==> src/rtl/pll_lock_ctrl_if.sv <==
// Control and status bundle between system logic and the PLL lock controller.
// The master side requests operation and supplies the feedback clock; the slave reports status.
interface pll_lock_ctrl_if;
    logic       start;
    logic [4:0] div_cfg;
    logic       fb_div;
    logic       pll_resetb;
    logic       pll_enable;
    logic [4:0] pll_div;
    logic       locked;
    logic       fault;
    logic [2:0] state;
    logic [7:0] last_count;

    modport master (
        output start, div_cfg, fb_div,
        input  pll_resetb, pll_enable, pll_div, locked, fault, state, last_count
    );

    modport slave (
        input  start, div_cfg, fb_div,
        output pll_resetb, pll_enable, pll_div, locked, fault, state, last_count
    );
endinterface

==> src/rtl/pll_lock_ctrl.sv <==
// PLL startup sequencer and frequency-lock monitor, clocked by the reference oscillator.
// Counts synchronized fb_div rising edges over fixed windows and walks IDLE/RST/SETTLE/MEASURE/LOCKED/FAULT.
module pll_lock_ctrl #(
    parameter int RST_CYC    = 16,
    parameter int SETTLE_CYC = 256,
    parameter int WIN_CYC    = 64,
    parameter int EXP_EDGES  = 16,
    parameter int TOL        = 1,
    parameter int MAX_TRIES  = 8,
    parameter int LOSS_CNT   = 2
) (
    input  logic           osc,
    input  logic           reset,
    pll_lock_ctrl_if.slave bus
);
    typedef enum logic [2:0] {
        S_IDLE    = 3'd0,
        S_RST     = 3'd1,
        S_SETTLE  = 3'd2,
        S_MEASURE = 3'd3,
        S_LOCKED  = 3'd4,
        S_FAULT   = 3'd5
    } state_t;

    localparam logic [7:0] LO_EDGES = 8'(EXP_EDGES - TOL);
    localparam logic [7:0] HI_EDGES = 8'(EXP_EDGES + TOL);

    state_t      r_state;
    logic [15:0] r_cyc;
    logic [7:0]  r_tries;
    logic [7:0]  r_miss;
    logic [7:0]  r_count;
    logic [7:0]  r_last_count;
    logic [4:0]  r_pll_div;
    logic        r_pll_resetb;
    logic        r_pll_enable;
    logic        r_locked;
    logic        r_fault;
    logic        r_sync1;
    logic        r_sync2;
    logic        r_prev;

    logic        w_edge;
    logic [7:0]  w_count_inc;
    logic        w_pass;
    logic        w_win_end;

    // NOTE: sequential state uses non-blocking assignments so every flop samples pre-edge values.
    always_ff @(posedge osc or posedge reset) begin
        if (reset) begin
            r_sync1 <= 1'b0;
            r_sync2 <= 1'b0;
            r_prev  <= 1'b0;
        end else begin
            r_sync1 <= bus.fb_div;
            r_sync2 <= r_sync1;
            r_prev  <= r_sync2;
        end
    end

    // The window total includes an edge detected on the window's final cycle.
    assign w_edge      = r_sync2 & ~r_prev;
    assign w_count_inc = (r_count == 8'hFF) ? r_count : r_count + 8'(w_edge);
    assign w_pass      = (w_count_inc >= LO_EDGES) && (w_count_inc <= HI_EDGES);
    assign w_win_end   = (r_cyc == 16'(WIN_CYC - 1));

    always_ff @(posedge osc or posedge reset) begin
        if (reset) begin
            r_state      <= S_IDLE;
            r_cyc        <= '0;
            r_tries      <= '0;
            r_miss       <= '0;
            r_count      <= '0;
            r_last_count <= '0;
            r_pll_div    <= '0;
            r_pll_resetb <= 1'b0;
            r_pll_enable <= 1'b0;
            r_locked     <= 1'b0;
            r_fault      <= 1'b0;
        end else begin
            r_count <= w_count_inc;
            if (r_state != S_IDLE && !bus.start) begin
                // Shutdown request outranks any window completing on this edge.
                r_state      <= S_IDLE;
                r_cyc        <= '0;
                r_pll_resetb <= 1'b0;
                r_pll_enable <= 1'b0;
                r_locked     <= 1'b0;
            end else begin
                case (r_state)
                    S_IDLE: begin
                        r_cyc        <= '0;
                        r_pll_resetb <= 1'b0;
                        r_pll_enable <= 1'b0;
                        r_locked     <= 1'b0;
                        if (bus.start) begin
                            r_pll_div <= bus.div_cfg;
                            r_tries   <= '0;
                            r_miss    <= '0;
                            r_fault   <= 1'b0;
                            r_state   <= S_RST;
                        end
                    end
                    S_RST: begin
                        if (r_cyc == 16'(RST_CYC - 1)) begin
                            r_cyc        <= '0;
                            r_count      <= '0;
                            r_pll_resetb <= 1'b1;
                            r_pll_enable <= 1'b1;
                            r_state      <= S_SETTLE;
                        end else begin
                            r_cyc <= r_cyc + 16'd1;
                        end
                    end
                    S_SETTLE: begin
                        r_count <= '0;
                        if (r_cyc == 16'(SETTLE_CYC - 1)) begin
                            r_cyc   <= '0;
                            r_state <= S_MEASURE;
                        end else begin
                            r_cyc <= r_cyc + 16'd1;
                        end
                    end
                    S_MEASURE: begin
                        if (w_win_end) begin
                            r_cyc        <= '0;
                            r_count      <= '0;
                            r_last_count <= w_count_inc;
                            if (w_pass) begin
                                r_locked <= 1'b1;
                                r_miss   <= '0;
                                r_state  <= S_LOCKED;
                            end else if (r_tries == 8'(MAX_TRIES - 1)) begin
                                r_tries      <= r_tries + 8'd1;
                                r_fault      <= 1'b1;
                                r_pll_resetb <= 1'b0;
                                r_pll_enable <= 1'b0;
                                r_state      <= S_FAULT;
                            end else begin
                                r_tries <= r_tries + 8'd1;
                            end
                        end else begin
                            r_cyc <= r_cyc + 16'd1;
                        end
                    end
                    S_LOCKED: begin
                        if (w_win_end) begin
                            r_cyc        <= '0;
                            r_count      <= '0;
                            r_last_count <= w_count_inc;
                            if (w_pass) begin
                                r_miss <= '0;
                            end else if (r_miss == 8'(LOSS_CNT - 1)) begin
                                r_miss       <= '0;
                                r_tries      <= '0;
                                r_locked     <= 1'b0;
                                r_pll_resetb <= 1'b0;
                                r_pll_enable <= 1'b0;
                                r_state      <= S_RST;
                            end else begin
                                r_miss <= r_miss + 8'd1;
                            end
                        end else begin
                            r_cyc <= r_cyc + 16'd1;
                        end
                    end
                    S_FAULT: begin
                        r_fault      <= 1'b1;
                        r_locked     <= 1'b0;
                        r_pll_resetb <= 1'b0;
                        r_pll_enable <= 1'b0;
                    end
                    default: r_state <= S_IDLE;
                endcase
            end
        end
    end

    assign bus.pll_resetb = r_pll_resetb;
    assign bus.pll_enable = r_pll_enable;
    assign bus.pll_div    = r_pll_div;
    assign bus.locked     = r_locked;
    assign bus.fault      = r_fault;
    assign bus.state      = r_state;
    assign bus.last_count = r_last_count;
endmodule
==> src/flat_wrapper.sv <==
// flat-port wrapper written by rule: the top's interface ports become plain ports
module pll_lock_ctrl_flat 
#(
    parameter int RST_CYC    = 16,
    parameter int SETTLE_CYC = 256,
    parameter int WIN_CYC    = 64,
    parameter int EXP_EDGES  = 16,
    parameter int TOL        = 1,
    parameter int MAX_TRIES  = 8,
    parameter int LOSS_CNT   = 2
)
  (osc, reset, bus_start, bus_div_cfg, bus_fb_div, bus_pll_resetb, bus_pll_enable, bus_pll_div, bus_locked, bus_fault, bus_state, bus_last_count);
  pll_lock_ctrl_if bus_i ();
  input  logic osc;
  input  logic reset;
  input wire logic [$bits(bus_i.start)-1:0] bus_start;
  input wire logic [$bits(bus_i.div_cfg)-1:0] bus_div_cfg;
  input wire logic [$bits(bus_i.fb_div)-1:0] bus_fb_div;
  output wire logic [$bits(bus_i.pll_resetb)-1:0] bus_pll_resetb;
  output wire logic [$bits(bus_i.pll_enable)-1:0] bus_pll_enable;
  output wire logic [$bits(bus_i.pll_div)-1:0] bus_pll_div;
  output wire logic [$bits(bus_i.locked)-1:0] bus_locked;
  output wire logic [$bits(bus_i.fault)-1:0] bus_fault;
  output wire logic [$bits(bus_i.state)-1:0] bus_state;
  output wire logic [$bits(bus_i.last_count)-1:0] bus_last_count;
  assign bus_i.start = bus_start;
  assign bus_i.div_cfg = bus_div_cfg;
  assign bus_i.fb_div = bus_fb_div;
  assign bus_pll_resetb = bus_i.pll_resetb;
  assign bus_pll_enable = bus_i.pll_enable;
  assign bus_pll_div = bus_i.pll_div;
  assign bus_locked = bus_i.locked;
  assign bus_fault = bus_i.fault;
  assign bus_state = bus_i.state;
  assign bus_last_count = bus_i.last_count;
  pll_lock_ctrl #(.RST_CYC(RST_CYC), .SETTLE_CYC(SETTLE_CYC), .WIN_CYC(WIN_CYC), .EXP_EDGES(EXP_EDGES), .TOL(TOL), .MAX_TRIES(MAX_TRIES), .LOSS_CNT(LOSS_CNT)) u_core (.osc(osc), .reset(reset), .bus(bus_i));
endmodule
==> config.mk <==
export PLATFORM = sky130hd
export DESIGN_NAME = pll_lock_ctrl_flat
export DESIGN_NICKNAME = d
export VERILOG_FILES = /design/src/rtl/pll_lock_ctrl_if.sv /design/src/rtl/pll_lock_ctrl.sv /design/src/flat_wrapper.sv
export SDC_FILE = /design/constraint.sdc
export NUM_CORES = 1
export LEC_CHECK = 0
export ABC_AREA = 1
export BUFFER_PORTS_ARGS = -buffer_cell sky130_fd_sc_hd__buf_2
export CAP_MARGIN = 25
export CORE_AREA = 2 2 115 117
export CTS_BUF_LIST = sky130_fd_sc_hd__clkbuf_2
export DETAILED_ROUTE_END_ITERATION = 8
export DIE_AREA = 0 0 117 119
export PLACE_DENSITY = 0.55
export SYNTH_ARGS = -nofsm -noshare
export SYNTH_HDL_FRONTEND = slang
export SYNTH_SLANG_ARGS = --single-unit
==> constraint.sdc <==
create_clock -name osc -period 2.5 [get_ports osc]
set_input_delay 0.125 -clock osc [delete_from_list [all_inputs] [get_ports osc]]
set_output_delay 0.125 -clock osc [all_outputs]
set_load 0.1 [all_outputs]
==> flow_metrics.env, run 1 <==
export IMPL_seqPwrFrac_pct=34.0
export IMPL_cts_clk_slew_worst_paths_ns=0.20
export IMPL_post_drt_wl_per_cell_um=12.0
export IMPL_netlist_area_um2=3700
export IMPL_drtIter0Drc=262
export IMPL_synth_cells_most_frequent="143 x nand2_1, 62 x dfrtp_1, 52 x inv_1"
export IMPL_ys_warn_count=0
export IMPL_drt_pass1_iter_count=4
export IMPL_synth_area_per_cell_um2=7.69
export IMPL_netSwitchingFraction_pct=50.4
export IMPL_max_vdd_ir_drop_mv=0.306
export IMPL_worstHoldStart="bus_start"
export IMPL_vias=3296
export IMPL_die_w_um=117
export IMPL_crit_type="reg2reg"
export IMPL_yosysMostFrequentCell="nand2_1"
export IMPL_clkPwrFrac_pct=19.5
export IMPL_worst_pin_slew_ns=0.644
export IMPL_grtUsageTotal_pct=13.6
export IMPL_p_comb_share_pct=46.5
export IMPL_overflow=0
export IMPL_synthTopCellsByArea="dfrtp_1 42%, nand2_1 15%, nand3_1 5.8%"
export IMPL_final_cells=714
export IMPL_critPathRequiredTime_ns=2.90
export IMPL_worst_slack_ns=0.267
export IMPL_p_per_area_nw_per_um2=853
export IMPL_hpwlAfterDp_um=6300
export IMPL_drive_above_1_share_pct=18.2
export IMPL_crit_path_max_fanout=12
export IMPL_finalMaxSlewViolations=0
export IMPL_antenna_found_initial=0
export IMPL_fmax_mhz=448
export IMPL_slew_headroom_pct=57.0
export IMPL_detail_route_antenna_nets=0
export IMPL_r2r_end="u_core.r_miss[5]"
export IMPL_final_min_clock_period_ns=2.23
export IMPL_min_delay_path_class="in2reg"
export IMPL_root_buffer="clkbuf_2"
export IMPL_htree_levels=3
export IMPL_p_switching_uw=1860
export IMPL_outcome="finished, final reports clean"
export IMPL_ys_seq_area_share_pct=41.9
export IMPL_drt_total_wl_um=8580
export IMPL_setup_violations_final=0
export IMPL_dp_cells=684
export IMPL_r2r_start="u_core.r_sync2"
export IMPL_place_ws_ns=0.243
export IMPL_internal_power_uw=1830
export IMPL_yosys_area_top_type_share_pct=41.9
export IMPL_top_level_ports=29
export IMPL_cts_tree="done"
export IMPL_r2r_cells=14
export IMPL_synth_distinct_cells=40
export IMPL_cts_max_path_buffers=2
export IMPL_grt_pass1_wl_um=15200
export IMPL_core_area_um2=12900
export IMPL_area_growth_pct=17.1
export IMPL_holdPathEnd="u_core.bus.locked"
export IMPL_crit_arrival_ns=2.63
export IMPL_initial_core_util_pct=28.7
export IMPL_cts_buffers=9
export IMPL_maxCapViolations=0
export IMPL_gp_congestion=0.866
export IMPL_worstSkewPairLatency_ns=0.51
export IMPL_synthFlopType="dfrtp_1"
export IMPL_r2r_slack_ns=0.27
export IMPL_fin_crit_sh_pct=89.3
export IMPL_dieArea_um2=13900
export IMPL_yosysTopAreaCell="dfrtp_1"
export IMPL_worstSetupStartpointType="flop"
export IMPL_hold_viol=0
export IMPL_clock_sinks=62
export IMPL_via_per_inst=4.62
export IMPL_grt_pass1_vias=3213
export IMPL_cp_end_kind="flop"
export IMPL_hold_path_cell_count=5
export IMPL_diodes=0
export IMPL_p_leak_uw=0.00222
export IMPL_num_rows=42
export IMPL_grt_max_degree=36
export IMPL_synth_edff_count=0
export IMPL_nNetsFinal=548
export IMPL_die_h_um=119
export IMPL_port_buffer_count=28
export IMPL_async_reset_ff_share_pct=100
export IMPL_ys_ff_latch=62
export IMPL_drc_errors=0
export IMPL_syn_inst=481
export IMPL_synth_nets=496
export IMPL_clock_skew_ns=0.0270
==> registers in the layout (all words and copies together), names as in the netlist, 3 cells and up <==
| name | count |
|---|---|
| u_core.bus.last_count | 8 |
| u_core.bus.pll_div | 5 |
| u_core.bus.state | 3 |
| u_core.r_count | 8 |
| u_core.r_cyc | 16 |
| u_core.r_miss | 8 |
| u_core.r_tries | 8 |
==> critical path, stage by stage, from the launching register on <==
cell     delay (ns)
dfrtp_1        0.39
inv_1          0.04
nor2_1         0.13
ha_2           0.23
inv_1          0.04
nand2_1        0.05
nand2_1        0.09
o21ai_0        0.19
nand3_1        0.11
nand2_2        0.13
nand3_4        0.17
a21oi_4        0.23
inv_2          0.14
nand2_1        0.11
o21ai_2        0.06
==> power by group through the flow <==
| stage | registers [uW] | clock network, uW | logic, uW |
|---|---|---|---|
| after floorplan | 1810 | 0 | 827 |
| after global placement | 1270 | 0 | 1690 |
| after detailed placement | 1270 | 0 | 1710 |
| after CTS | 1250 | 747 | 1720 |
| after global routing | 1280 | 790 | 1880 |
| final | 1260 | 720 | 1720 |
==> layout by cell type (no fill, tap or decap), drive strengths merged, types with 2 or more instances in the layout <==
master / synthesis / final
o21ai: 18 / 18
inv: 55 / 55
a31oi: 2 / 2
bufinv: 0 / 2
nand4: 21 / 21
and3: 2 / 2
nand2: 153 / 153
clkinvlp: 0 / 2
clkbuf: 2 / 9
mux2: 7 / 7
ha: 6 / 6
nand3: 46 / 46
nor2: 47 / 47
or2: 2 / 2
nor3: 10 / 10
a21oi: 19 / 19
buf: 5 / 41
dlygate4sd3: 0 / 7
o21bai: 2 / 2
clkinv: 1 / 4
nand3b: 2 / 2
xor2: 12 / 12
dfrtp: 62 / 62
==> layer usage <==
| metal | share of wire (%) | track usage (%) | wire length (um) |
|---|---|---|---|
| met1 | 48 | 17.8 | 4100 |
| met2 | 48 | 22.5 | 4150 |
| met3 | 2.9 | 3.36 | 248 |
| met4 | 0.96 | 3.31 | 82 |
| met5 | 0 | 0 | 0 |
==> timing repair <==
item | CTS | global route
hold buffers | 7 | 0
setup endpoints to repair | 0 | 7
setup buffers | 0 | 7
gates resized for setup | 0 | 2
hold endpoints to repair | 33 | 0
==> metrics by stage <==
step / utilization (%) / TNS, ns / cell area (um2) / hold slack [ns] / total power, uW
final: 33.6 / 0 / 4330 / 0.0800 / 3690
after global routing: 33.6 / -0.000674 / 4330 / 0.0927 / 3950
after CTS: 33.2 / 0 / 4270 / 0.0433 / 3720
after detailed placement: 31.6 / 0 / 4070 / 0.236 / 2980
after global placement: 31.6 / 0 / 4070 / 0.247 / 2960
after floorplan: - / 0 / 3700 / 0.156 / 2630
==> layout make-up <==
cell class                      count  area, um2
Clock buffer                        9       45.0
Sequential cell                    62       1550
Inverter                           56        213
Timing Repair Buffer               48        320
Clock inverter                      7       88.8
Multi-Input combinational cell    356       1890
Tap cell                          176        220
Fill cell                        1387       8540
==> how the worst max path moves through the flow <==
stage	startpoint	end	slack [ns]	depth (start not counted)
3_3_place_gp	u_core.r_prev	u_core.r_miss[5]	0.36	13
3_5_place_dp	u_core.r_sync2	u_core.r_miss[5]	0.24	14
2_1_floorplan	u_core.bus.state[2]	u_core.bus.pll_resetb	0.19	10
6_report	u_core.r_sync2	u_core.r_miss[5]	0.27	14
4_1_cts	u_core.r_sync2	u_core.r_miss[5]	0.19	14
5_1_grt	u_core.r_sync2	u_core.r_miss[6]	-0.0007	14
==> cell families after synthesis <==
group / synth area share (%)
AO/OA/AOI/OAI: 7.51
XOR/XNOR: 2.84
adder cells (fa/ha/maj): 2.03
buffers and inverters: 7.03
flip-flops: 41.9
multiplexers: 2.13
AND/OR/NAND/NOR: 36.5
(Power assumes the default switching activity.)
==> inputs of run 2 (changes only) <==
--- a/config.mk
+++ b/config.mk
@@ -5,13 +5,12 @@
 export SDC_FILE = /design/constraint.sdc
 export NUM_CORES = 1
 export LEC_CHECK = 0
-export ABC_AREA = 1
 export BUFFER_PORTS_ARGS = -buffer_cell sky130_fd_sc_hd__buf_2
 export CAP_MARGIN = 25
-export CORE_AREA = 2 2 115 117
+export CORE_AREA = 2 2 109 111
 export CTS_BUF_LIST = sky130_fd_sc_hd__clkbuf_2
 export DETAILED_ROUTE_END_ITERATION = 8
-export DIE_AREA = 0 0 117 119
+export DIE_AREA = 0 0 111 113
 export PLACE_DENSITY = 0.55
 export SYNTH_ARGS = -nofsm -noshare
 export SYNTH_HDL_FRONTEND = slang
==> flow_metrics.env, run 2 <==
export IMPL_outcome="finished, final reports clean"
export IMPL_antenna_found_initial=0
export IMPL_top_register="u_core.r_cyc"
export IMPL_worstSkewPairLatency_ns=0.52
export IMPL_gp_congestion=0.852
export IMPL_critPathRequiredTime_ns=2.90
export IMPL_worstSetupEndpoint="u_core.r_cyc[4]"
export IMPL_fin_crit_sh_pct=99.0
export IMPL_grtUsageTotal_pct=13.6
export IMPL_maxCapViolations=0
export IMPL_grt_max_degree=43
export IMPL_grt_pass1_wl_um=13800
export IMPL_die_h_um=113
export IMPL_worstSetupStartpointType="flop"
export IMPL_fin_setup_tns_ns=0
export IMPL_ys_seq_area_share_pct=46.1
export IMPL_rsz0062_at_grt="yes"
export IMPL_synth_xor_area_share_pct=3.38
export IMPL_drc_errors=0
export IMPL_synthMuxAreaShare_pct=1.97
export IMPL_r2r_end="u_core.r_cyc[4]"
export IMPL_yosys_area_share_simple_pct=25.2
export IMPL_drive_above_1_share_pct=29.5
export IMPL_grt_pass1_vias=2876
export IMPL_r2r_start="u_core.r_cyc[6]"
export IMPL_cts_buffers=9
export IMPL_root_buffer="clkbuf_2"
export IMPL_crit_buf_inv=3
export IMPL_synth_compound_area_share_pct=18.0
export IMPL_synthFlopType="dfrtp_1"
export IMPL_top_level_ports=29
export IMPL_synth_cells_most_frequent="62 x dfrtp_1, 46 x o21ai_0, 44 x nor2_1"
export IMPL_synth_edff_count=0
export IMPL_cts_max_path_buffers=2
export IMPL_max_vdd_ir_drop_mv=1.03
export IMPL_hold_viol=0
export IMPL_ys_warn_count=0
export IMPL_synthTopCellsByArea="dfrtp_1 46%, o21ai_0 6.8%, nor2_1 4.9%"
export IMPL_vias=3040
export IMPL_area_growth_pct=27.9
export IMPL_post_drt_wl_per_cell_um=14.1
export IMPL_drt_total_wl_um=8340
export IMPL_finalMaxSlewViolations=0
export IMPL_yosysTopAreaCell="dfrtp_1"
export IMPL_clock_sinks=62
export IMPL_syn_inst=370
export IMPL_nNetsFinal=459
export IMPL_overflow=0
export IMPL_drtIter0Drc=176
export IMPL_synth_area_per_cell_um2=9.09
export IMPL_min_delay_path_class="in2reg"
export IMPL_ys_ff_latch=62
export IMPL_cts_tree="done"
export IMPL_critPathSlowestCell="or4bb_1"
export IMPL_htree_levels=3
export IMPL_r2r_slack_ns=0.03
export IMPL_clock_skew_ns=0.0290
export IMPL_yosys_area_top_type_share_pct=46.1
export IMPL_via_per_inst=5.14
export IMPL_yosysMostFrequentCell="dfrtp_1"
export IMPL_fmax_mhz=404
export IMPL_async_reset_ff_share_pct=100
export IMPL_final_cell_mix="59 x dfrtp_1, 43 x nor2_1, 42 x nand2_1"
export IMPL_dpl_cell_area_um2=3930
export IMPL_largest_reg_flops=16
export IMPL_final_min_clock_period_ns=2.47
export IMPL_port_buffer_count=28
export IMPL_r2r_cells=8
export IMPL_p_per_area_nw_per_um2=753
export IMPL_final_common_cell="dfrtp_1"
export IMPL_p_leak_uw=0.00192
export IMPL_drt_pass1_iter_count=4
export IMPL_detail_route_antenna_nets=0
export IMPL_dieArea_um2=12500
export IMPL_die_w_um=111
export IMPL_synth_top_family_by_area="simple AND/OR/NAND/NOR gates"
export IMPL_crit_type="reg2reg"
export IMPL_slew_headroom_pct=40.1
export IMPL_netlist_area_um2=3360
export IMPL_crit_path_max_fanout=6
export IMPL_crit_arrival_ns=2.88
export IMPL_setup_violations_final=0
export IMPL_core_area_um2=11300
export IMPL_hpwlAfterDp_um=5580
export IMPL_fin_area_um2=4300
export IMPL_worstPathCellList="or4bb_1 > nor4_4 > buf_4 > o22ai_4 > o31ai_4 > buf_6 > buf_4 > o221ai_2"
export IMPL_initial_core_util_pct=29.8
export IMPL_cpLargestDelayFamily="simple AND/OR/NAND/NOR gates"
export IMPL_cp_end_kind="flop"
export IMPL_cp_common_cell="buf_4"
export IMPL_diodes=0
export IMPL_synth_fa_ha_area_share_pct=2.23
export IMPL_cp_depth=8
export IMPL_worst_pin_slew_ns=0.898
export IMPL_synth_nets=385
export IMPL_cpPeakStageDelay_ns=0.56
export IMPL_num_rows=39
export IMPL_setup_worst_path_start="u_core.r_cyc[6]"
export IMPL_cts_clk_slew_worst_paths_ns=0.15
export IMPL_synth_distinct_cells=58
## run 2: worst reg2reg max path: stages (launching register included)
cell and delay [ns]:
dfrtp_2 0.47, or4bb_1 0.56, nor4_4 0.33, buf_4 0.18, o22ai_4 0.08, o31ai_4 0.37, buf_6 0.19, buf_4 0.12
o221ai_2 0.08
## run 2: power by group
part           internal (uW)  switching, uW
sequential              1110            125
combinational            483           1030
clock                    131            358
## run 2: cell type report
type / instances / area (um2)
Tap cell: 143 / 179
Sequential cell: 62 / 1560
Clock inverter: 3 / 12.5
Multi-Input combinational cell: 283 / 1920
Clock buffer: 12 / 60.1
Fill cell: 1123 / 6970
Timing Repair Buffer: 78 / 537
Inverter: 10 / 37.5
## run 2: what timing repair did
item                                    CTS  global route
setup buffers                             0             5
hold buffers                              8             0
endpoints found under the hold margin    51             0
endpoints found under the setup margin    3            35
pin swaps                                 0            15
resized for setup                         1            58
cloned                                    0             1
## run 2: per-stage QoR
step / instances / power, uW / hold WS (ns) / worst slack [ns] / utilization, %
after floorplan: 370 / 2240 / 0.156 / -0.104 / -
after global placement: 562 / 2600 / 0.255 / 0.0334 / 34.8
after detailed placement: 562 / 2610 / 0.255 / -0.0104 / 34.8
after CTS: 585 / 3130 / 0.219 / 0.00507 / 36.2
after global routing: 591 / 3440 / 0.222 / -0.0768 / 38.2
final: 591 / 3240 / 0.282 / 0.0250 / 38.2
## run 2: worst min-delay path by stage
stage               slack (ns)  startpoint             end  cells after the start
finish                    0.28  bus_fb_div  u_core.r_sync1                      2
global route              0.22  bus_fb_div  u_core.r_sync1                      2
detailed placement        0.26  bus_fb_div  u_core.r_sync1                      1
floorplan                 0.16  bus_fb_div  u_core.r_sync1                      0
CTS                       0.22  bus_fb_div  u_core.r_sync1                      2
global placement          0.25  bus_fb_div  u_core.r_sync1                      1
## run 2: logic make-up (layout without fill, tap and decap cells)
kind of cell	count (synthesis)	in the layout
flops	62	62
xor+xnor	13	13
mux	6	6
fa+ha+maj	6	6
simple gates	164	164
compound gates	94	94
buf+inv	25	103
## run 2: metal layers
metal	track usage, %	up-vias	share of wire (%)
li1	-	1493	-
met1	18.4	1466	48
met2	20.7	69	45
met3	4.12	12	5.2
met4	4.92	0	1.6
met5	0	-	0
==> inputs of run 3 (changes only) <==
--- a/config.mk
+++ b/config.mk
@@ -7,11 +7,11 @@
 export LEC_CHECK = 0
 export BUFFER_PORTS_ARGS = -buffer_cell sky130_fd_sc_hd__buf_2
 export CAP_MARGIN = 25
-export CORE_AREA = 2 2 109 111
+export CORE_AREA = 2 2 77 79
 export CTS_BUF_LIST = sky130_fd_sc_hd__clkbuf_2
 export DETAILED_ROUTE_END_ITERATION = 8
-export DIE_AREA = 0 0 111 113
-export PLACE_DENSITY = 0.55
+export DIE_AREA = 0 0 79 81
+export PLACE_DENSITY = 0.91
 export SYNTH_ARGS = -nofsm -noshare
 export SYNTH_HDL_FRONTEND = slang
 export SYNTH_SLANG_ARGS = --single-unit
==> flow_metrics.env, run 3 (synthesis gave the netlist of run 2 again) <==
export IMPL_drtIter0Drc=226
export IMPL_grtUsageTotal_pct=24.7
export IMPL_crit_type="reg2reg"
export IMPL_drt_total_wl_um=7930
export IMPL_worstPathCellList="or4_4 > nor4_4 > buf_4 > and4_1 > nand3_2 > a21o_2 > or2_4 > o31ai_4"
export IMPL_dp_cells=484
export IMPL_max_vdd_ir_drop_mv=0.925
export IMPL_violations="negative setup slack"
export IMPL_grt_pass1_wl_um=12400
export IMPL_place_ws_ns=-0.102
export IMPL_p_leak_uw=0.00186
export IMPL_maxCapViolations=0
export IMPL_critPathRequiredTime_ns=2.95
export IMPL_slew_headroom_pct=59.0
export IMPL_gp_congestion=0.887
export IMPL_p_per_area_nw_per_um2=794
export IMPL_top_level_ports=29
export IMPL_fin_crit_sh_pct=101
export IMPL_finalMaxSlewViolations=0
export IMPL_cts_clk_slew_worst_paths_ns=0.20
export IMPL_clock_skew_ns=0.0220
export IMPL_hold_viol=0
export IMPL_die_h_um=81
export IMPL_post_drt_wl_per_cell_um=15.4
export IMPL_die_w_um=79
export IMPL_worst_pin_slew_ns=0.614
export IMPL_final_min_clock_period_ns=2.53
export IMPL_worstSkewPairLatency_ns=0.52
export IMPL_initial_core_util_pct=59.3
export IMPL_hpwlAfterDp_um=5300
export IMPL_cts_buffers=9
export IMPL_htree_levels=3
export IMPL_final_cells=515
export IMPL_cts_tree="done"
export IMPL_dieArea_um2=6400
export IMPL_cpPeakStageDelay_ns=0.58
export IMPL_final_common_cell="dfrtp_1"
export IMPL_overflow=0
export IMPL_worstSetupStartpointType="flop"
export IMPL_cp_end_kind="flop"
export IMPL_final_cell_mix="60 x dfrtp_1, 44 x nor2_1, 42 x nand2_1"
export IMPL_setup_violations_final=4
export IMPL_drc_errors=0
export IMPL_outcome="complete, but fails checks"
export IMPL_detail_route_antenna_nets=0
export IMPL_min_delay_path_class="in2reg"
export IMPL_crit_arrival_ns=2.98
export IMPL_grt_pass1_vias=2793
export IMPL_dpl_cell_area_um2=3760
export IMPL_num_fill_cells=425
export IMPL_via_per_inst=6.02
export IMPL_fmax_mhz=396
export IMPL_drt_pass1_iter_count=4
export IMPL_setup_worst_path_start="u_core.r_cyc[11]"
export IMPL_root_buffer="clkbuf_2"
export IMPL_worst_slack_ns=-0.0271
export IMPL_p_total_uw=3270
export IMPL_largest_reg_flops=16
export IMPL_drive_above_1_share_pct=25.9
export IMPL_worstHoldStart="bus_start"
export IMPL_critPathSlowestCell="or4_4"
export IMPL_core_area_um2=5680
export IMPL_antenna_found_initial=0
export IMPL_area_growth_pct=22.5
export IMPL_vias=3099
export IMPL_grt_max_degree=31
export IMPL_rsz0062_at_grt="yes"
export IMPL_r2r_start="u_core.r_cyc[11]"
export IMPL_diodes=0
export IMPL_top_register="u_core.r_cyc"
export IMPL_nNetsFinal=450
export IMPL_crit_path_max_fanout=7
export IMPL_num_rows=28
export IMPL_clock_sinks=62
export IMPL_cts_max_path_buffers=2
export IMPL_fin_area_um2=4120
export IMPL_port_buffer_count=28
-- run 3: cell count changes in the layout (fill, tap and decap cells not counted), sizes merged --
cell	previous run	this run
clkbuf	12	9
clkinvlp	0	3
buf	70	62
dlygate4sd3	8	7
bufinv	0	1
-- run 3: critical path, delay by kind of cell, from the launching register on --
family / cells / cell delay, ns
buf+inv: 1 / 0.16
simple gates: 5 / 1.49
flops: 1 / 0.42
compound gates: 2 / 0.41
-- run 3: layer usage --
layer  track usage (%)  part of all wire, %
met5                 0                    0
met3              6.22                  5.8
met4              11.0                  1.6
met1              32.6                   43
met2              38.9                   49
-- run 3: power breakdown --
| group | leakage (uW) | switching, uW | internal (uW) |
|---|---|---|---|
| clock | 0.0000641 | 407 | 231 |
| combinational | 0.000956 | 958 | 409 |
| sequential | 0.000836 | 154 | 1110 |
-- run 3: timing repair --
item,CTS,global route
pin swaps,5,7
cloned,0,1
hold buffers,7,0
hold endpoints to repair,34,0
setup buffers,1,6
endpoints found under the setup margin,17,34
gates resized for setup,10,24
-- run 3: through the flow --
stage,hold WS [ns],TNS [ns],util (%)
after global routing,0.00684,-2.25,72.6
after global placement,0.222,0,66.3
after CTS,0.00178,-0.0499,70.2
final,0.0413,-0.0596,72.6
after floorplan,0.156,-0.541,-
after detailed placement,0.235,-0.340,66.3
-- run 3: final cells by class --
type	count	area, um2	area share, %
inverter	10	37.5	0.911
clock buffer	9	45.0	1.09
clock inverter	7	75.1	1.82
timing repair buffer	69	467	11.3
tap	75	93.8	2.28
sequential	62	1550	37.7
multi-input combinational	283	1850	44.9
-- run 3: path summary, 6_finish.rpt --
kind	to	slack, ns	cells after the start
worst max-delay path	u_core.r_miss[6]	-0.03	8
worst max register to register	u_core.r_miss[6]	-0.03	8
max in group asynchronous	u_core.bus.state[0]	1.57	4
worst min register to register	u_core.r_sync2	0.38	0
worst min-delay path	u_core.bus.pll_resetb	0.04	3
min in group asynchronous	u_core.bus.last_count[2]	0.20	3
